`src/rtl/addsub_pkg.sv`:
```
// Shared types and constants for the add/sub issue stage.
//   ADDSUB_W      default operand/result width
//   OP_ADD/OP_SUB encoding of the mode bit
//   addsub_resp_t one result entry: {result, carry, borrow, ovf, zero}
package addsub_pkg;

    localparam int unsigned ADDSUB_W = 8;

    localparam logic OP_ADD = 1'b0;
    localparam logic OP_SUB = 1'b1;

    typedef struct packed {
        logic [ADDSUB_W-1:0] result;
        logic                carry;
        logic                borrow;
        logic                ovf;
        logic                zero;
    } addsub_resp_t;

endpackage

```
`src/rtl/addsub_issue_stage_if.sv`:
```
// Request/response handshake bundle of the add/sub issue stage.
//   in_valid/in_ready        request handshake
//   in_a/in_b/in_mode        operands and mode (0 = add, 1 = subtract)
//   out_valid/out_ready      response handshake (FIFO head)
//   out_result/out_carry/out_borrow/out_ovf/out_zero  head entry contents
// master: producer of requests / consumer of responses. slave: the stage.
interface addsub_issue_stage_if #(
    parameter int unsigned WIDTH = addsub_pkg::ADDSUB_W
);
    logic             in_valid;
    logic             in_ready;
    logic [WIDTH-1:0] in_a;
    logic [WIDTH-1:0] in_b;
    logic             in_mode;
    logic             out_valid;
    logic             out_ready;
    logic [WIDTH-1:0] out_result;
    logic             out_carry;
    logic             out_borrow;
    logic             out_ovf;
    logic             out_zero;

    modport master (
        output in_valid, in_a, in_b, in_mode, out_ready,
        input  in_ready, out_valid, out_result, out_carry, out_borrow, out_ovf, out_zero
    );

    modport slave (
        input  in_valid, in_a, in_b, in_mode, out_ready,
        output in_ready, out_valid, out_result, out_carry, out_borrow, out_ovf, out_zero
    );
endinterface

```
`src/rtl/addsub_core.sv`:
```
// Combinational two's-complement add/sub datapath.
//   a, b   operands
//   mode   OP_ADD or OP_SUB
//   resp   {result, carry, borrow, ovf, zero}
// carry is only meaningful for add and borrow only for subtract; the other is forced to 0.
module addsub_core
    import addsub_pkg::*;
(
    input  logic [ADDSUB_W-1:0] a,
    input  logic [ADDSUB_W-1:0] b,
    input  logic                mode,
    output addsub_resp_t        resp
);
    localparam int unsigned W = ADDSUB_W;

    logic [W-1:0] bm;
    logic [W-1:0] r;
    logic [W:0]   usum;

    always_comb begin
        bm   = (mode == OP_SUB) ? (~b + W'(1)) : b;
        r    = a + bm;
        usum = {1'b0, a} + {1'b0, b};

        resp.result = r;
        resp.carry  = (mode == OP_ADD) && usum[W];
        resp.borrow = (mode == OP_SUB) && (a < b);
        if (mode == OP_ADD) begin
            resp.ovf = (a[W-1] == b[W-1]) && (r[W-1] != a[W-1]);
        end else begin
            resp.ovf = (a[W-1] != b[W-1]) && (r[W-1] != a[W-1]);
        end
        resp.zero = (r == '0);
    end
endmodule

```
`src/rtl/addsub_issue_stage.sv`:
```
// Pipelined, flow-controlled add/sub stage: an operand register (S1) feeding the
// combinational core, whose response is pushed into a small output FIFO.
// Latency 2 cycles, throughput 1 op/cycle.
//   clk, rst_n  clock, asynchronous active-low reset
//   flush       synchronous clear of S1 and FIFO (op_count kept)
//   bus         slave side of addsub_issue_stage_if (requests in, responses out)
//   op_count    number of output handshakes, wrapping
module addsub_issue_stage
    import addsub_pkg::*;
#(
    parameter int unsigned WIDTH = ADDSUB_W,
    parameter int unsigned DEPTH = 2,
    parameter int unsigned CNT_W = 16
) (
    input  logic                   clk,
    input  logic                   rst_n,
    input  logic                   flush,
    addsub_issue_stage_if.slave    bus,
    output logic [CNT_W-1:0]       op_count
);
    localparam int unsigned PTR_W  = $clog2(DEPTH);
    localparam int unsigned FCNT_W = $clog2(DEPTH + 1);

    logic             s1_valid_q;
    logic [WIDTH-1:0] s1_a_q;
    logic [WIDTH-1:0] s1_b_q;
    logic             s1_mode_q;

    addsub_resp_t     core_resp;
    addsub_resp_t     mem_q [DEPTH];
    addsub_resp_t     last_q;
    addsub_resp_t     head;
    logic [PTR_W-1:0] wr_ptr_q, rd_ptr_q;
    logic [FCNT_W-1:0] fifo_cnt_q;
    logic [CNT_W-1:0] op_count_q;

    logic fifo_full, out_valid, pop, push, s1_adv, accept, in_ready;

    addsub_core u_core (
        .a    (s1_a_q),
        .b    (s1_b_q),
        .mode (s1_mode_q),
        .resp (core_resp)
    );

    always_comb begin
        fifo_full = (fifo_cnt_q == FCNT_W'(DEPTH));
        out_valid = (fifo_cnt_q != '0);
        pop       = out_valid && bus.out_ready && !flush;
        // A full FIFO can still take the S1 entry when the head leaves this cycle.
        s1_adv    = s1_valid_q && (!fifo_full || pop);
        push      = s1_adv && !flush;
        in_ready  = rst_n && !flush && (!s1_valid_q || s1_adv);
        accept    = bus.in_valid && in_ready;
        head      = mem_q[rd_ptr_q];
    end

    // Operand register.
    always_ff @(posedge clk or negedge rst_n) begin
        if (!rst_n) begin
            s1_valid_q <= 1'b0;
            s1_a_q     <= '0;
            s1_b_q     <= '0;
            s1_mode_q  <= OP_ADD;
        end else if (flush) begin
            s1_valid_q <= 1'b0;
        end else if (accept) begin
            s1_valid_q <= 1'b1;
            s1_a_q     <= bus.in_a;
            s1_b_q     <= bus.in_b;
            s1_mode_q  <= bus.in_mode;
        end else if (s1_adv) begin
            s1_valid_q <= 1'b0;
        end
    end

    // Output FIFO. last_q keeps the most recently popped entry so the outputs
    // hold their last value once the FIFO drains.
    always_ff @(posedge clk or negedge rst_n) begin
        if (!rst_n) begin
            for (int i = 0; i < DEPTH; i++) begin
                mem_q[i] <= '0;
            end
            last_q     <= '0;
            wr_ptr_q   <= '0;
            rd_ptr_q   <= '0;
            fifo_cnt_q <= '0;
            op_count_q <= '0;
        end else if (flush) begin
            wr_ptr_q   <= '0;
            rd_ptr_q   <= '0;
            fifo_cnt_q <= '0;
        end else begin
            if (push) begin
                mem_q[wr_ptr_q] <= core_resp;
                wr_ptr_q        <= wr_ptr_q + PTR_W'(1);
            end
            if (pop) begin
                last_q     <= head;
                rd_ptr_q   <= rd_ptr_q + PTR_W'(1);
                op_count_q <= op_count_q + CNT_W'(1);
            end
            unique case ({push, pop})
                2'b10:   fifo_cnt_q <= fifo_cnt_q + FCNT_W'(1);
                2'b01:   fifo_cnt_q <= fifo_cnt_q - FCNT_W'(1);
                default: fifo_cnt_q <= fifo_cnt_q;
            endcase
        end
    end

    addsub_resp_t shown;
    assign shown          = out_valid ? head : last_q;
    assign bus.in_ready   = in_ready;
    assign bus.out_valid  = out_valid;
    assign bus.out_result = shown.result;
    assign bus.out_carry  = shown.carry;
    assign bus.out_borrow = shown.borrow;
    assign bus.out_ovf    = shown.ovf;
    assign bus.out_zero   = shown.zero;
    assign op_count       = op_count_q;
endmodule
```
`src/flat_wrapper.sv`:
```
// flat-port wrapper written by rule: the top's interface ports become plain ports
module addsub_issue_stage_flat import addsub_pkg::*;
#(
    parameter int unsigned WIDTH = ADDSUB_W,
    parameter int unsigned DEPTH = 2,
    parameter int unsigned CNT_W = 16
)
  (clk, rst_n, flush, op_count, bus_in_valid, bus_in_a, bus_in_b, bus_in_mode, bus_out_ready, bus_in_ready, bus_out_valid, bus_out_result, bus_out_carry, bus_out_borrow, bus_out_ovf, bus_out_zero);
  addsub_issue_stage_if #(.WIDTH(WIDTH)) bus_i ();
  input  logic clk;
  input  logic rst_n;
  input  logic flush;
  output logic [CNT_W-1:0] op_count;
  input wire logic [$bits(bus_i.in_valid)-1:0] bus_in_valid;
  input wire logic [$bits(bus_i.in_a)-1:0] bus_in_a;
  input wire logic [$bits(bus_i.in_b)-1:0] bus_in_b;
  input wire logic [$bits(bus_i.in_mode)-1:0] bus_in_mode;
  input wire logic [$bits(bus_i.out_ready)-1:0] bus_out_ready;
  output wire logic [$bits(bus_i.in_ready)-1:0] bus_in_ready;
  output wire logic [$bits(bus_i.out_valid)-1:0] bus_out_valid;
  output wire logic [$bits(bus_i.out_result)-1:0] bus_out_result;
  output wire logic [$bits(bus_i.out_carry)-1:0] bus_out_carry;
  output wire logic [$bits(bus_i.out_borrow)-1:0] bus_out_borrow;
  output wire logic [$bits(bus_i.out_ovf)-1:0] bus_out_ovf;
  output wire logic [$bits(bus_i.out_zero)-1:0] bus_out_zero;
  assign bus_i.in_valid = bus_in_valid;
  assign bus_i.in_a = bus_in_a;
  assign bus_i.in_b = bus_in_b;
  assign bus_i.in_mode = bus_in_mode;
  assign bus_i.out_ready = bus_out_ready;
  assign bus_in_ready = bus_i.in_ready;
  assign bus_out_valid = bus_i.out_valid;
  assign bus_out_result = bus_i.out_result;
  assign bus_out_carry = bus_i.out_carry;
  assign bus_out_borrow = bus_i.out_borrow;
  assign bus_out_ovf = bus_i.out_ovf;
  assign bus_out_zero = bus_i.out_zero;
  addsub_issue_stage #(.WIDTH(WIDTH), .DEPTH(DEPTH), .CNT_W(CNT_W)) u_core (.clk(clk), .rst_n(rst_n), .flush(flush), .bus(bus_i), .op_count(op_count));
endmodule
```
`config.mk`:
```
export PLATFORM = sky130hd
export DESIGN_NAME = addsub_issue_stage_flat
export DESIGN_NICKNAME = d
export VERILOG_FILES = /design/src/rtl/addsub_pkg.sv /design/src/rtl/addsub_issue_stage_if.sv /design/src/rtl/addsub_core.sv /design/src/rtl/addsub_issue_stage.sv /design/src/flat_wrapper.sv
export SDC_FILE = /design/constraint.sdc
export NUM_CORES = 1
export LEC_CHECK = 0
export ABC_AREA = 1
export BUFFER_PORTS_ARGS = -buffer_cell sky130_fd_sc_hd__buf_2
export CORE_ASPECT_RATIO = 0.6
export CORE_MARGIN = 3
export CORE_UTILIZATION = 58
export CTS_CLUSTER_SIZE = 10
export DETAILED_ROUTE_END_ITERATION = 6
export PLACE_DENSITY_LB_ADDON = 0.3
export SYNTH_ARGS = -nofsm -noshare
export SYNTH_HDL_FRONTEND = slang
export SYNTH_SLANG_ARGS = --single-unit
```
`constraint.sdc`:
```
create_clock -name clk -period 2.4 [get_ports clk]
set_clock_uncertainty 0.05 [all_clocks]
set_input_delay 0.24 -clock clk [delete_from_list [all_inputs] [get_ports clk]]
set_output_delay 0.24 -clock clk [all_outputs]
set_load 0.01 [all_outputs]
```
[Word level (Yosys, flattened, before mapping)]
Cells that the tools add are included.
Word-level totals
  flip-flop bits (word level): 74
  input port bits: 22
  output and inout bits: 30
  word-level logic and storage cells: 90
Cells by class
  add/sub/neg operators: 8
  order comparisons: 4
  equality and inequality tests: 6
  muxes and demuxes: 18
  bitwise operators: 5
  reductions and logical operators: 26
Operators by type and width (count)
  two-way mux 12 bit: 5
  bitwise mux 24 bit: 1
  adder 16 x 1 -> 16 bit (second input constant): 1
  demux 12 bit (select 1 bit): 1
  logical AND 1 bit: 12
  adder 8 x 8 -> 9 bit: 1
  adder 8 x 1 -> 8 bit (second input constant): 1
  adder 8 bit: 1
  logical NOT 8 bit: 1
  less-than comparator 8 bit: 1
  two-way mux 1 bit: 8
  two-way mux 8 bit: 1
  NOT 8 bit: 1
  AND reduction 2 bit: 3
  nonzero test 2 bit: 3
  nonzero test 3 bit: 2
  equality test 2 bit (second input constant): 2
  >= comparator 2 bit (second input constant): 2
  NOT 1 -> 2 bit: 2
  case mux 2 bit (2 select lines): 1
  logical NOT 1 bit: 3
  adder 1 bit (second input constant): 2
  adder 2 x 1 -> 2 bit (second input constant): 1
  equality test 2 x 1 -> 1 bit (second input constant): 1
  other kinds (7): 10

[Depth between registers and ports, before layout]
  depth after elaboration: 10
  mapped depth: 18
  mapped depth without buffers: 18

[Modules after synthesis]
From an unflattened synthesis, not the netlist that was laid out.
Unflattened totals
  cell total of the unflattened synthesis: 608
  area total of the unflattened synthesis: 4564.4 sq um
Modules (own cells, without submodules)
  addsub_issue_stage: times used 1, cells each 460, area each 3626.0 sq um, sequential area each 1851.8 sq um
  addsub_core: times used 1, cells each 148, area each 938.4 sq um, sequential area each 0.0 sq um

[Worst setup path before layout]
Ideal clock, no wire load.
  path kind: flip-flop to flip-flop
  start point: register u_core.s1_mode_q
  end point: register u_core.mem_q[13] in the netlist's numbering
  library setup time: 0.118 ns
  data arrival time: 2.044 ns
  data required time: 2.232 ns
  slack: 0.187 ns
  stages on the path, launching flop included: 16
  buffers on the path: 1
  clock period less this slack: 2.213 ns
  cell sequence: dfrtp_1 -> clkbuf_1 -> inv_1 -> o21ai_0 -> xor2_1 -> ha_1 -> nand2_1 -> inv_1 -> nand2_1 -> nand2_1 -> a21oi_1 -> nand3_1 -> nand2_1 -> nand2_1 -> nand4_1 -> nand2_1
On the way
  word-level cells in the longest chain between the ends: 6
  elaborated cells between the ends (all ways): 7
  classes of those cells: 1 x add/sub; 1 x eq/ne; 3 x mux; 2 x reduce/logical
Ends and longest elaborated chain
  start, declared: RTL line addsub_issue_stage.sv:27  | logic s1_mode_q;
  start signal, assigned: RTL line addsub_issue_stage.sv:71  | s1_mode_q <= bus.in_mode;
  two-way mux 8 bit: RTL line addsub_core.sv:21  | bm = (mode == OP_SUB) ? (~b + W'(1)) : b;
  adder 8 bit: RTL line addsub_core.sv:22  | r = a + bm;
  inequality test 1 bit: RTL line addsub_core.sv:29, addsub_core.sv:31
  logical AND 1 bit (on tied branches): RTL line addsub_core.sv:29, addsub_core.sv:31
  two-way mux 1 bit *: RTL line addsub_core.sv:28  | if (mode == OP_ADD) begin
  bitwise mux 24 bit *: RTL line addsub_issue_stage.sv:95  | mem_q[wr_ptr_q] <= core_resp;
  end signal, assigned by index: RTL line addsub_issue_stage.sv:95
  end, declared: RTL line addsub_issue_stage.sv:30  | addsub_resp_t mem_q [DEPTH];
Every way passes the cells marked *; elsewhere a longest branch is shown, timed or not.
A chain may end at the register's enable or synchronous reset.

[Final worst setup path]
  start point: register u_core.s1_b_q[1]
  end point: register u_core.mem_q[0] in the netlist's numbering
On the way
  word-level cells in the longest chain between the ends: 6
Ends and longest elaborated chain
  start, declared: RTL line addsub_issue_stage.sv:26  | logic [WIDTH-1:0] s1_b_q;
  start signal, assigned: RTL line addsub_issue_stage.sv:70  | s1_b_q <= bus.in_b;
  NOT 8 bit: RTL line addsub_core.sv:21
  adder 8 x 1 -> 8 bit: RTL line addsub_core.sv:21
  two-way mux 8 bit *: RTL line addsub_core.sv:21
  adder 8 bit *: RTL line addsub_core.sv:22
  logical NOT 8 bit *: RTL line addsub_core.sv:33  | resp.zero = (r == '0);
  bitwise mux 24 bit *: RTL line addsub_issue_stage.sv:95
Marks and branches as above.

==> results.md <==
## Critical path
* **Worst R2R Setup Slack** -0.04 ns
* **cell-by-cell trace of the critical path** buf_6, nor2_2, nand2_1, nand2_2, xor2_2, buf_4, ha_1, nand2_1, inv_1, nand2_1, nand2_1, nand2_1, nand2_2, nand3_4, nor2_4, nand2_1, nand2_1
* **data required time of the worst path** 2.62 ns
* **end of the worst register-to-register path** u_core.mem_q[0]
* **biggest cell delay along the critical path** 0.40 ns
* **Worst path slowest cell** sky130_fd_sc_hd__dfrtp_1
* **kind of end point of the critical path** register
* **number of cells on the worst reg-to-reg path** 17
* **worst endpoint data arrival time** 2.66 ns
* **Worst Setup Path Type** reg -> reg
* **Bufs and invs on worst path** 3
* **kind of cell adding the most delay to the critical path** simple AND/OR/NAND/NOR gates
* **CP max FO** 3
* **worst reg2reg startpoint** u_core.s1_b_q[1]
* **Startpoint Class** register
* **Most Frequent Cell on Critical Path** sky130_fd_sc_hd__nand2_1

## STA
* **final clock period utilization by the worst path** 1.02
* **worst hold slack** 0.0904 ns
* **number of max-slew violations in the final report** 0
* **setup total negative slack** -0.0657 ns
* **min setup slack post-route** -0.0373 ns
* **unrepaired setup endpoints after global routing** true
* **slew at the pin closest to its max-slew limit** 0.541 ns
* **number of hold violations in the final report** 0
* **minimum clock period after layout** 2.44 ns
* **max-slew headroom at the worst pin** 0.638
* **Finish-stage setup viols** 3
* **maximum operating frequency** 0.410 GHz

## Route
* **DR iter-0 viols** 327
* **Avg Vias per Cell** 5.48
* **first-pass detailed-route iteration total** 4
* **Routed Antenna Nets** 0
* **post-detailed-route DRC marker count** 0
* **WL per Instance** 15.6 um
* **vias after detailed routing** 3,708
* **final wirelength** 10.6 mm

## Synthesis
* **synth top area cells** sky130_fd_sc_hd__dfrtp_1, sky130_fd_sc_hd__nand2_1, sky130_fd_sc_hd__ha_1, sky130_fd_sc_hd__o21ai_0, sky130_fd_sc_hd__inv_1
* **Post-synth EDFFs** 0
* **cell accounting for the most synthesized area** sky130_fd_sc_hd__dfrtp_1
* **share of flip-flops with an asynchronous set or reset** 1.00
* **#FFs+latches synth** 74
* **cell count after synthesis** 514
* **Synthesis Warnings** 0
* **netlist area before placement** 4220 um2
* **average cell area after synthesis** 8.21 um2
* **count of different cell masters after synthesis** 35
* **net count after synthesis** 563
* **top cell type's share of synthesized area** 0.439
* **fraction of the yosys area taken by sequential cells** 0.439
* **most frequently used flop master after synthesis** sky130_fd_sc_hd__dfrtp_1

## Placed design
* **port bufs** 51
* **post-placement setup slack** -0.0750 ns
* **hpwl dp** 7.03 mm
* **Placer Congestion** 0.983

## Floorplanning
* **row count** 23
* **chip width** 116 um
* **count of pins on the block boundary** 52
* **Starting Density** 0.616
* **height of the die** 72.1 um
* **floorplan core area** 6850 um2
* **Total Die Area** 8360 um2

## Cells and area
* **proportion of layout cells with a drive suffix above 1** 0.264
* **top library cells by usage in the layout, fill and taps aside** sky130_fd_sc_hd__nand2_1, sky130_fd_sc_hd__dfrtp_1, sky130_fd_sc_hd__buf_2, sky130_fd_sc_hd__inv_1, sky130_fd_sc_hd__o21ai_0
* **Post-layout nets** 634
* **fill count** 480
* **n_diodes** 0
* **relative area change from synthesis to final layout** 21.7%
* **most common cell after layout, fill and taps aside** sky130_fd_sc_hd__nand2_1

## Worst hold path
* **end point of the worst hold path** u_core.s1_a_q[4]
* **Worst Min Path Start** bus_in_a[4]
* **min-delay worst type** in -> reg
* **Hold Path Cell Cnt** 3

## Global routing
* **GR Util All Layers** 0.254
* **overflow left after global routing** 0
* **number of antenna violations at the first check in global routing** 0
* **largest net degree at the start of global routing** 75
* **number of global-route vias before repair** 3,453
* **wire length of the first global-routing pass** 16.4 mm

## Power
* **power density over the cells** 1040 nW/um2
* **Switching Power** 0.00212 W
* **internal power consumption** 0.00321 W
* **relative contribution of combinational cells to total power** 0.420
* **Clock Power Share** 0.238
* **Worst VDD drop** 0.573 mV
* **share of total power in sequential cells** 0.342
* **Leak Pwr** 2.68 nW
* **switching share of power** 0.398

## Clocking
* **TritonCTS buffer count** 9
* **clock tree root driver cell** sky130_fd_sc_hd__clkbuf_16
* **H-tree level count** 3
* **largest buffer count on any clock path** 2
* **CTS tree** done
* **insertion delay of the later-clocked pin in the worst-skew pair** 0.33 ns
* **# clock sinks** 74
* **clock-pin transition on the worst setup and hold timing paths** 0.05 ns

## Status
* **run status** finished, violations left
* **violated checks** setup timing

## Flow run
* **number of violations of the max-capacitance limit** 0

## cells in the mapped netlist (2+ instances only)
| master | instances |
|---|---|
| sky130_fd_sc_hd__nand3_1 | 25 |
| sky130_fd_sc_hd__xor2_1 | 18 |
| sky130_fd_sc_hd__inv_2 | 4 |
| sky130_fd_sc_hd__a21oi_1 | 19 |
| sky130_fd_sc_hd__buf_6 | 4 |
| sky130_fd_sc_hd__nor2_4 | 3 |
| sky130_fd_sc_hd__clkbuf_1 | 7 |
| sky130_fd_sc_hd__nand4_1 | 8 |
| sky130_fd_sc_hd__nand2_4 | 2 |
| sky130_fd_sc_hd__nand3_2 | 2 |
| sky130_fd_sc_hd__nor2_1 | 32 |
| sky130_fd_sc_hd__ha_1 | 26 |
| sky130_fd_sc_hd__nor3_1 | 5 |
| sky130_fd_sc_hd__xnor2_1 | 7 |
| sky130_fd_sc_hd__nor2_2 | 2 |
| sky130_fd_sc_hd__nand2_1 | 158 |
| sky130_fd_sc_hd__o21ai_2 | 4 |
| sky130_fd_sc_hd__o21ai_1 | 7 |
| sky130_fd_sc_hd__a21oi_2 | 3 |
| sky130_fd_sc_hd__dfrtp_1 | 74 |
| sky130_fd_sc_hd__o21ai_0 | 43 |
| sky130_fd_sc_hd__inv_1 | 48 |
## power groups by stage
stage	Combinational, W	Clock, W	Sequential (W)
after global routing	0.00247	0.00133	0.00186
final	0.00224	0.00127	0.00182
after detailed placement	0.00181	0	0.00183
after CTS	0.00196	0.00129	0.00181
after floorplan	0.00126	0	0.00178
after global placement	0.00175	0	0.00181
## kinds of logic (layout without fill, tap and decap cells)
kind of cell	after synthesis	in the layout	share of synthesized area
and+or+nand+nor	244	244	0.259
DFF	74	74	0.439
AOI/OAI and AO/OA	79	79	0.101
adders and majority gates	27	27	0.0819
buffers and inverters	65	141	0.0664
xor gates and xnor gates	25	25	0.0519
## area by class of cell
type,count,area [um2],area share
multi-input combinational,375,2250,0.439
sequential,74,1850,0.361
timing repair buffer,72,432,0.0841
clock buffer,14,274,0.0534
inverter,53,204,0.0397
tap,87,109,0.0212
clock inverter,2,10.0,0.00195
## stage by stage
stage               instances  total power [W]   util  instance area [um2]
finish                    677          0.00533  0.750                 5130
detailed placement        648          0.00364  0.668                 4580
floorplan                 514          0.00304      -                 4220
global route              677          0.00567  0.750                 5130
global placement          648          0.00356  0.668                 4580
CTS                       671          0.00506  0.726                 4970
## routing by layer
metal  up-vias  global-route usage  part of all wire
met1      1728               0.364              0.45
li1       1799                   -                 -
met5         -                   0                 0
met2       152               0.379              0.46
met4         0              0.0682             0.015
met3        29              0.0758             0.081
## worst reg2reg max path, stage by stage, from the launching register on
cell and delay (ns):
sky130_fd_sc_hd__dfrtp_1 0.40, sky130_fd_sc_hd__buf_6 0.13, sky130_fd_sc_hd__nor2_2 0.07, sky130_fd_sc_hd__nand2_1 0.08, sky130_fd_sc_hd__nand2_2 0.13, sky130_fd_sc_hd__xor2_2 0.10, sky130_fd_sc_hd__buf_4 0.14, sky130_fd_sc_hd__ha_1 0.33
sky130_fd_sc_hd__nand2_1 0.12, sky130_fd_sc_hd__inv_1 0.12, sky130_fd_sc_hd__nand2_1 0.08, sky130_fd_sc_hd__nand2_1 0.07, sky130_fd_sc_hd__nand2_1 0.07, sky130_fd_sc_hd__nand2_2 0.13, sky130_fd_sc_hd__nand3_4 0.10, sky130_fd_sc_hd__nor2_4 0.10
sky130_fd_sc_hd__nand2_1 0.07, sky130_fd_sc_hd__nand2_1 0.08
## registers in the layout, summed over array words and instances (netlist names)
signal / flops
u_core.mem_q: 24
u_core.op_count: 16
u_core.last_q: 12
u_core.s1_a_q: 8
u_core.s1_b_q: 8
u_core.fifo_cnt_q: 2
u_core.rd_ptr_q: 1
u_core.s1_mode_q: 1
u_core.s1_valid_q: 1
u_core.wr_ptr_q: 1
## worst max-delay path by stage
stage	cells past startpoint	startpoint	to	slack, ns
4_1_cts	18	u_core.s1_b_q[1]	u_core.mem_q[1]	0.002
5_1_grt	17	u_core.s1_b_q[1]	u_core.mem_q[13]	-0.17
3_5_place_dp	16	u_core.s1_b_q[0]	u_core.mem_q[1]	-0.08
3_3_place_gp	17	u_core.s1_b_q[0]	u_core.mem_q[1]	0.03
6_report	17	u_core.s1_b_q[1]	u_core.mem_q[0]	-0.04
2_1_floorplan	15	u_core.s1_mode_q	u_core.mem_q[13]	0.19
## what timing repair did
| action | 4_1_cts | 5_1_grt |
|---|---|---|
| resized for setup | 18 | 40 |
| pin swaps | 18 | 28 |
| setup buffers | 6 | 6 |
| setup endpoints to repair | 8 | 8 |
| hold buffers | 1 | 0 |
| hold endpoints to repair | 18 | 0 |
Power figures use the tool's default switching activity.
